$ cat src/rtl/cache_sdpb_pkg.sv
// Shared widths and payload types for the frame-uploader cache and address adder.
package cache_sdpb_pkg;

  localparam int unsigned DATA_W    = 16;
  localparam int unsigned RD_W      = 32;
  localparam int unsigned ADDR_W    = 4;
  localparam int unsigned RD_ADDR_W = 3;
  localparam int unsigned A_W       = 21;
  localparam int unsigned B_W       = 11;
  localparam int unsigned SUM_W     = 22;
  localparam int unsigned CASO_W    = 55;

  // 32-bit read word: even entry in the low half
  typedef struct packed {
    logic [DATA_W-1:0] hi;
    logic [DATA_W-1:0] lo;
  } rd_word_t;

endpackage

$ cat src/rtl/cache_sdpb_if.sv
// Cache write/read ports and adder operands/results for cache_sdpb.
interface cache_sdpb_if;
  import cache_sdpb_pkg::*;

  logic                 cea;
  logic [ADDR_W-1:0]    ada;
  logic [DATA_W-1:0]    din;
  logic                 ceb;
  logic [RD_ADDR_W-1:0] adb;
  logic                 oce;
  logic [RD_W-1:0]      dout;
  logic                 ce;
  logic [A_W-1:0]       a;
  logic [B_W-1:0]       b;
  logic [SUM_W-1:0]     sum;
  logic [CASO_W-1:0]    caso;

  modport master (
    output cea, ada, din, ceb, adb, oce, ce, a, b,
    input  dout, sum, caso
  );

  modport slave (
    input  cea, ada, din, ceb, adb, oce, ce, a, b,
    output dout, sum, caso
  );

endinterface

$ cat src/rtl/alu54_adder.sv
// Registered 21+11 bit unsigned address adder with zero-padded cascade output.
module alu54_adder
  import cache_sdpb_pkg::*;
(
  input  logic              clk,
  input  logic              reset_n,
  input  logic              i_ce,
  input  logic [A_W-1:0]    i_a,
  input  logic [B_W-1:0]    i_b,
  output logic [SUM_W-1:0]  o_sum,
  output logic [CASO_W-1:0] o_caso
);

  logic [SUM_W-1:0] r_sum;
  logic [SUM_W-1:0] w_sum_next;

  // Carry lands in the top bit, so the 22-bit result never wraps
  assign w_sum_next = SUM_W'(i_a) + SUM_W'(i_b);

  always_ff @(posedge clk or negedge reset_n) begin
    if (!reset_n) begin
      r_sum <= '0;
    end else if (i_ce) begin
      r_sum <= w_sum_next;
    end
  end

  assign o_sum  = r_sum;
  assign o_caso = {(CASO_W - SUM_W)'(0), r_sum};

endmodule

$ cat src/rtl/cache_sdpb.sv
// 16x16 simple dual-port cache with a 32-bit read-first read port, plus the address adder.
module cache_sdpb
  import cache_sdpb_pkg::*;
#(
  parameter int unsigned DEPTH = 16
) (
  input  logic         clk,
  input  logic         reset_n,
  cache_sdpb_if.slave  bus
);

  logic [DATA_W-1:0] r_mem [DEPTH];
  rd_word_t          r_dout;
  logic [ADDR_W-1:0] w_rd_lo;
  logic [ADDR_W-1:0] w_rd_hi;
  logic              w_unused_oce;

  // The uploader only uses the single-register output mode
  assign w_unused_oce = bus.oce;

  assign w_rd_lo = {bus.adb, 1'b0};
  assign w_rd_hi = {bus.adb, 1'b1};

  // Storage survives reset; writes are suppressed while reset is held
  always_ff @(posedge clk) begin
    if (reset_n && bus.cea) begin
      r_mem[bus.ada] <= bus.din;
    end
  end

  always_ff @(posedge clk or negedge reset_n) begin
    if (!reset_n) begin
      r_dout <= '0;
    end else if (bus.ceb) begin
      r_dout.hi <= r_mem[w_rd_hi];
      r_dout.lo <= r_mem[w_rd_lo];
    end
  end

  assign bus.dout = r_dout;

  alu54_adder u_adder (
    .clk     (clk),
    .reset_n (reset_n),
    .i_ce    (bus.ce),
    .i_a     (bus.a),
    .i_b     (bus.b),
    .o_sum   (bus.sum),
    .o_caso  (bus.caso)
  );

endmodule

$ cat src/flat_wrapper.sv
// flat-port wrapper written by rule: the top's interface ports become plain ports
module cache_sdpb_flat import cache_sdpb_pkg::*;
#(
  parameter int unsigned DEPTH = 16
)
  (clk, reset_n, bus_cea, bus_ada, bus_din, bus_ceb, bus_adb, bus_oce, bus_ce, bus_a, bus_b, bus_dout, bus_sum, bus_caso);
  cache_sdpb_if bus_i ();
  input  logic clk;
  input  logic reset_n;
  input wire logic [$bits(bus_i.cea)-1:0] bus_cea;
  input wire logic [$bits(bus_i.ada)-1:0] bus_ada;
  input wire logic [$bits(bus_i.din)-1:0] bus_din;
  input wire logic [$bits(bus_i.ceb)-1:0] bus_ceb;
  input wire logic [$bits(bus_i.adb)-1:0] bus_adb;
  input wire logic [$bits(bus_i.oce)-1:0] bus_oce;
  input wire logic [$bits(bus_i.ce)-1:0] bus_ce;
  input wire logic [$bits(bus_i.a)-1:0] bus_a;
  input wire logic [$bits(bus_i.b)-1:0] bus_b;
  output wire logic [$bits(bus_i.dout)-1:0] bus_dout;
  output wire logic [$bits(bus_i.sum)-1:0] bus_sum;
  output wire logic [$bits(bus_i.caso)-1:0] bus_caso;
  assign bus_i.cea = bus_cea;
  assign bus_i.ada = bus_ada;
  assign bus_i.din = bus_din;
  assign bus_i.ceb = bus_ceb;
  assign bus_i.adb = bus_adb;
  assign bus_i.oce = bus_oce;
  assign bus_i.ce = bus_ce;
  assign bus_i.a = bus_a;
  assign bus_i.b = bus_b;
  assign bus_dout = bus_i.dout;
  assign bus_sum = bus_i.sum;
  assign bus_caso = bus_i.caso;
  cache_sdpb #(.DEPTH(DEPTH)) u_core (.clk(clk), .reset_n(reset_n), .bus(bus_i));
endmodule
$ cat config.mk
export PLATFORM = sky130hd
export DESIGN_NAME = cache_sdpb_flat
export DESIGN_NICKNAME = d
export VERILOG_FILES = /design/src/rtl/cache_sdpb_pkg.sv /design/src/rtl/cache_sdpb_if.sv /design/src/rtl/alu54_adder.sv /design/src/rtl/cache_sdpb.sv /design/src/flat_wrapper.sv
export SDC_FILE = /design/constraint.sdc
export NUM_CORES = 1
export LEC_CHECK = 0
export CORE_MARGIN = 10
export CORE_UTILIZATION = 40
export CTS_CLUSTER_DIAMETER = 40
export DETAILED_ROUTE_END_ITERATION = 8
export DONT_BUFFER_PORTS = 1
export GPL_ROUTABILITY_DRIVEN = 0
export HOLD_SLACK_MARGIN = 0.05
export MAX_ROUTING_LAYER = met4
export SYNTH_ARGS = -nofsm -noshare
export SYNTH_HDL_FRONTEND = slang
export SYNTH_SLANG_ARGS = --single-unit
$ cat constraint.sdc
create_clock -name clk -period 2.6 [get_ports clk]
set_input_delay 0.39 -clock clk [delete_from_list [all_inputs] [get_ports clk]]
set_output_delay 0.39 -clock clk [all_outputs]
set_load 0.005 [all_outputs]
# Word level (Yosys, flattened, before mapping)
# Memories as Yosys holds them, arrays and structs flattened. A register that Yosys moved wholly into a read port is not among the register bits.
# Cells that the tools add are included.
[word_totals] regBits=22 ram_bits=256 in_bits=61 n_memories=1
[memory_table] memory="u_core.r_mem" words=16 word_bits=16 rd=2 rd_ports_with_merged_regs=2 wr=1 line_no="cache_sdpb.sv:12" text="logic [DATA_W-1:0] r_mem [DEPTH];"
[classes] n_addsub=1 n_mux=2 reduce_logical=3
[ops] op="adder 21 x 11 -> 22 bit" n=1
[ops] op="zero test 1 bit" n=2
[ops] op="2-to-1 mux 1 bit" n=2
[ops] op="logical AND 1 bit" n=1

# Longest topological paths before layout
[depth] word_depth=3 mapped_depth=8 mapped_depth_nobuf=8

# By module
# Synthesis repeated with hierarchy kept, for this count alone.
[unflattened] hier_cells=875 hier_area_um2=13337.8
[by_module_without_submodules] module="cache_sdpb" instances=1 cells_per_inst=646 area_per_inst_um2=11308.3
[by_module_without_submodules] module="alu54_adder" instances=1 cells_per_inst=229 area_per_inst_um2=2029.4

# Worst setup path before layout
# No wires, ideal clock.
[synth_timing] path_kind="input port to flip-flop" startpoint="input bus_ada[1]" endpoint="memory u_core.r_mem[0][0], enable pin" setup_time_ns=0.409 arrival_ns=1.958 required_time_ns=2.191 path_slack_ns=0.233 cell_stages=2 n_path_buf=0 cell_sequence="or3_1 nor3_1"
[synth_rtl] item="from (decl)" line_no="flat_wrapper.sv:11" text="input wire logic [$bits(bus_i.ada)-1:0] bus_ada;"
[synth_rtl] item="to (decl)" line_no="cache_sdpb.sv:12"
# Straight into the memory's write port.

# Worst setup path in the final report
[layout_timing] startpoint="input bus_b[6]" endpoint="register u_core.u_adder.r_sum[11] (netlist: u_core.u_adder.o_sum[11])"
[layout_between] elab_chain_cells=1
[layout_rtl] item="from (decl)" line_no="flat_wrapper.sv:18" text="input wire logic [$bits(bus_i.b)-1:0] bus_b;"
[layout_rtl] item="adder 21 x 11 -> 22 bit" line_no="alu54_adder.sv:18" text="assign w_sum_next = SUM_W'(i_a) + SUM_W'(i_b);"
[layout_rtl] item="to (signal assigned)" line_no="alu54_adder.sv:24" text="r_sum <= w_sum_next;"
[layout_rtl] item="to (decl)" line_no="alu54_adder.sv:14" text="logic [SUM_W-1:0] r_sum;"
# Every way passes these cells.
# A chain may end at the register's enable or synchronous reset.

==> key figures <==
Outcome
  • Status: finished, final reports clean

Die
  • Die H: 200.3 um
  • I/O pins: 170
  • Row count: 65
  • Core area: between 30000 and 40000 um^2
  • Die Area: around 40000 um^2
  • Initial core utilization: 40.89%
  • Die X-Extent: 200.3 um

STA
  • Fmax: approximately 510 MHz
  • Crit path time final: ~2 ns
  • Max-slew violations: 0
  • Least-Margin Pin Slew: around 0.83 ns
  • Final Skew: approximately 0.032 ns
  • Final Hold Vio Count: 0
  • Setup TNS: 0 ns
  • RSZ-0062 raised after global routing: false
  • Setup violators final: 0
  • Worst slew margin: 44.15%
  • Fin worst setup slack: between 0.6 and 0.7 ns
  • Crit share post-route: 75.73%

Final layout
  • Layout Nets: 860
  • Fillcell total: 2669
  • Layout cell share with drive strength beyond 1: between 20% and 30%
  • Layout area overhead: 16.25%

Power
  • Share of total power in sequential cells: 45.0%
  • Switch Pwr: about 0.0028 W
  • Comb power frac: between 5 and 6%
  • Internal Power: between 0.009 and 0.01 W
  • Max IR drop VDD: 0.8186 mV
  • Static leakage: 5.224 nW
  • Net Sw Frac: between 20% and 30%
  • Clock power frac: approximately half
  • PD cells: 835.6 nW/um^2

Clock network
  • CTS tree: built
  • CTS sink count: 310
  • Clock slew at reported path FFs: about 0.050 ns
  • Clk_lat worst skew: between 0.5 and 0.6 ns
  • Post-CTS setup buffers: 0
  • PostCTS Resize Cnt: 0
  • H-tree levels: 2
  • Clock root buffer: clkbuf_16
  • Bufs on Longest Clock Path: 3
  • Cts bufs inserted: 44

Drt
  • DRC: 0
  • Post-DRT Antenna Nets: 0
  • Routed via count: about 6600
  • Final wirelength: approximately 28000 um
  • Average wire per standard cell: 22.35 um
  • TritonRoute pass-1 iters: 5
  • Vias/cell: between 5 and 6
  • Initial DRC count: around 430

Min path
  • Hold Crit Class: in -> reg
  • Hold Crit Start: bus_ce

Synth
  • Syn Area/Cell: between 15 and 20 um^2
  • Post-synth EDFFs: about 260
  • Cells after synthesis: approximately 750
  • Synthesized area: between 10000 and 15000 um^2
  • Synth area leader: edfxtp_1
  • Top cells by area, synth: edfxtp_1, mux4_2, dfrtp_1
  • Yosys top cell area share: between 50% and 60%
  • Top FF cell, synth: edfxtp_1
  • Most common cell in the netlist: edfxtp_1
  • Commonest cells in the netlist: edfxtp_1, mux4_2, buf_4
  • Asr flop ratio synth: between 10% and 20%
  • Seq/Total Area, Yosys: ~70%
  • FF+latch count, synth: slightly above 300
  • Synth warnings: 0
  • Yosys cell types: 67

Worst setup path
  • Worst path max stage delay: 0.58 ns
  • Critical path launch point: bus_b[6]
  • Setup Crit Path Kind: in -> reg
  • Slowest cell on the critical path: dlygate4sd3_1
  • Arr. time, crit path: roughly 2.4 ns
  • Family with the most delay on the worst path: compound AO/OA/AOI/OAI gates
  • CP startpoint kind: input port
  • CP Cell Sequence: ha_1 -> a21oi_2 -> o22ai_1 -> or2_1 -> o2111ai_1 -> o221ai_2 -> dlygate4sd3_1
  • Number of buffers and inverters on the critical path: 1
  • CP Data Required Time: 3.00 ns
  • Worst r2r src: u_core.r_mem[13][4]
  • Critical Path Fanout Max: 6
  • Crit. End Element: flip-flop

Placed design
  • Dpl ws: between 0.5 and 0.6 ns
  • Hpwl dp: roughly 16000 um
  • Buffers on Ports: 0

Global route
  • Largest net degree at the start of global routing: 65
  • Gr usage total: between 10% and 20%
  • First-pass GRT wire length: 42940 um
  • Vias in the first global route: roughly 6800
  • Gr ovfl total: 0
  • Number of antenna violations at the first check in global routing: 4

Job
  • Max_cap viols: 0
[registers in the layout, indices dropped and copies added, names as in the netlist]
register              cells
u_core.u_adder.o_sum     22
u_core.r_mem            256
u_core.bus.dout          32
[power groups by stage]
stage / Sequential [W] / Clock (W) / Combinational [W]
floorplan: 0.00572 / 0 / 0.000621
global placement: 0.00579 / 0 / 0.000500
detailed placement: 0.00579 / 0 / 0.000506
CTS: 0.00570 / 0.00644 / 0.000653
global route: 0.00571 / 0.00666 / 0.000718
finish: 0.00569 / 0.00630 / 0.000646
[repair_timing]
action | 4_1_cts | 5_1_grt
hold buffers | 28 | 0
hold endpoints to repair | 359 | 0
setup endpoints to repair | 0 | 0
[cells by family (layout without fill, tap and decap cells)]
group	Yosys count	count (layout)	synth area share, %
DFF	310	310	69.52
AOI/OAI and AO/OA	103	103	5.658
buffers and inverters	101	139	4.946
other	1	36	0.02884
xor gates and xnor gates	3	3	0.2021
and+or+nand+nor	123	123	4.542
muxes	100	100	13.90
adders and majority gates	12	12	1.212
[through the flow]
| stage | util [%] | hold WS (ns) | instances | instance area [um^2] | power (W) |
|---|---|---|---|---|---|
| 6_report | 47.53 | 0.07286 | 1261 | 15120 | 0.01263 |
| 5_1_grt | 47.53 | 0.06902 | 1261 | 15120 | 0.01308 |
| 4_1_cts | 47.51 | 0.05074 | 1258 | 15110 | 0.01279 |
| 3_5_place_dp | 41.55 | 0.09667 | 1148 | 13210 | 0.006301 |
| 3_3_place_gp | 41.55 | 0.09660 | 1148 | 13210 | 0.006294 |
| 2_1_floorplan | - | 0.09441 | 785 | 13120 | 0.006345 |
[cells in the final DEF, fill, tap and decap left out, drive strengths merged, types with 4 or more instances in the layout]
| cell | instances |
|---|---|
| o21ai | 12 |
| bufinv | 8 |
| a21oi | 47 |
| o221ai | 4 |
| edfxtp | 256 |
| o31ai | 4 |
| buf | 18 |
| mux2 | 4 |
| mux4 | 64 |
| o21a | 4 |
| nor3 | 9 |
| nand2 | 26 |
| clkinv | 14 |
| clkbuf | 51 |
| a211oi | 5 |
| and3 | 6 |
| conb | 33 |
| dfrtp | 54 |
| nand3 | 7 |
| mux2i | 32 |
| ha | 11 |
| o2111ai | 4 |
| dlygate4sd3 | 26 |
| nor2 | 53 |
| o211ai | 9 |
| inv | 21 |
[final cells by class]
type	count	area, um^2	area share, %
flip-flops and latches	310	9039	59.80
multi-input cells	374	3461	22.90
clock buffers	51	1149	7.599
well taps	435	544.3	3.601
repair buffers	44	435.4	2.881
clock inverters	31	431.7	2.856
inverters	13	48.80	0.3228
diodes	3	7.507	0.04966
[layer usage]
metal / routed length [um] / vias to the layer above / GRT usage, % / part of all wire (%)
li1: - / 2955 / - / -
met2: 13850 / 240 / 22.96 / 49
met3: 2179 / 54 / 4.046 / 7.7
met1: 11530 / 3358 / 16.88 / 41
met5: 0 / - / - / 0
met4: 624 / 0 / 4.003 / 2.2
[final timing paths]
kind	cells past startpoint	end	slack, ns
max	7	u_core.u_adder.o_sum[11]	0.63
min	2	u_core.u_adder.o_sum[12]	0.07
max reg2reg	3	u_core.bus.dout[20]	1.26
min reg2reg	2	u_core.bus.dout[25]	0.56
max in group asynchronous	2	u_core.bus.dout[28]	1.88
min in group asynchronous	2	u_core.bus.dout[9]	0.44
Power figures use the tool's default switching activity.
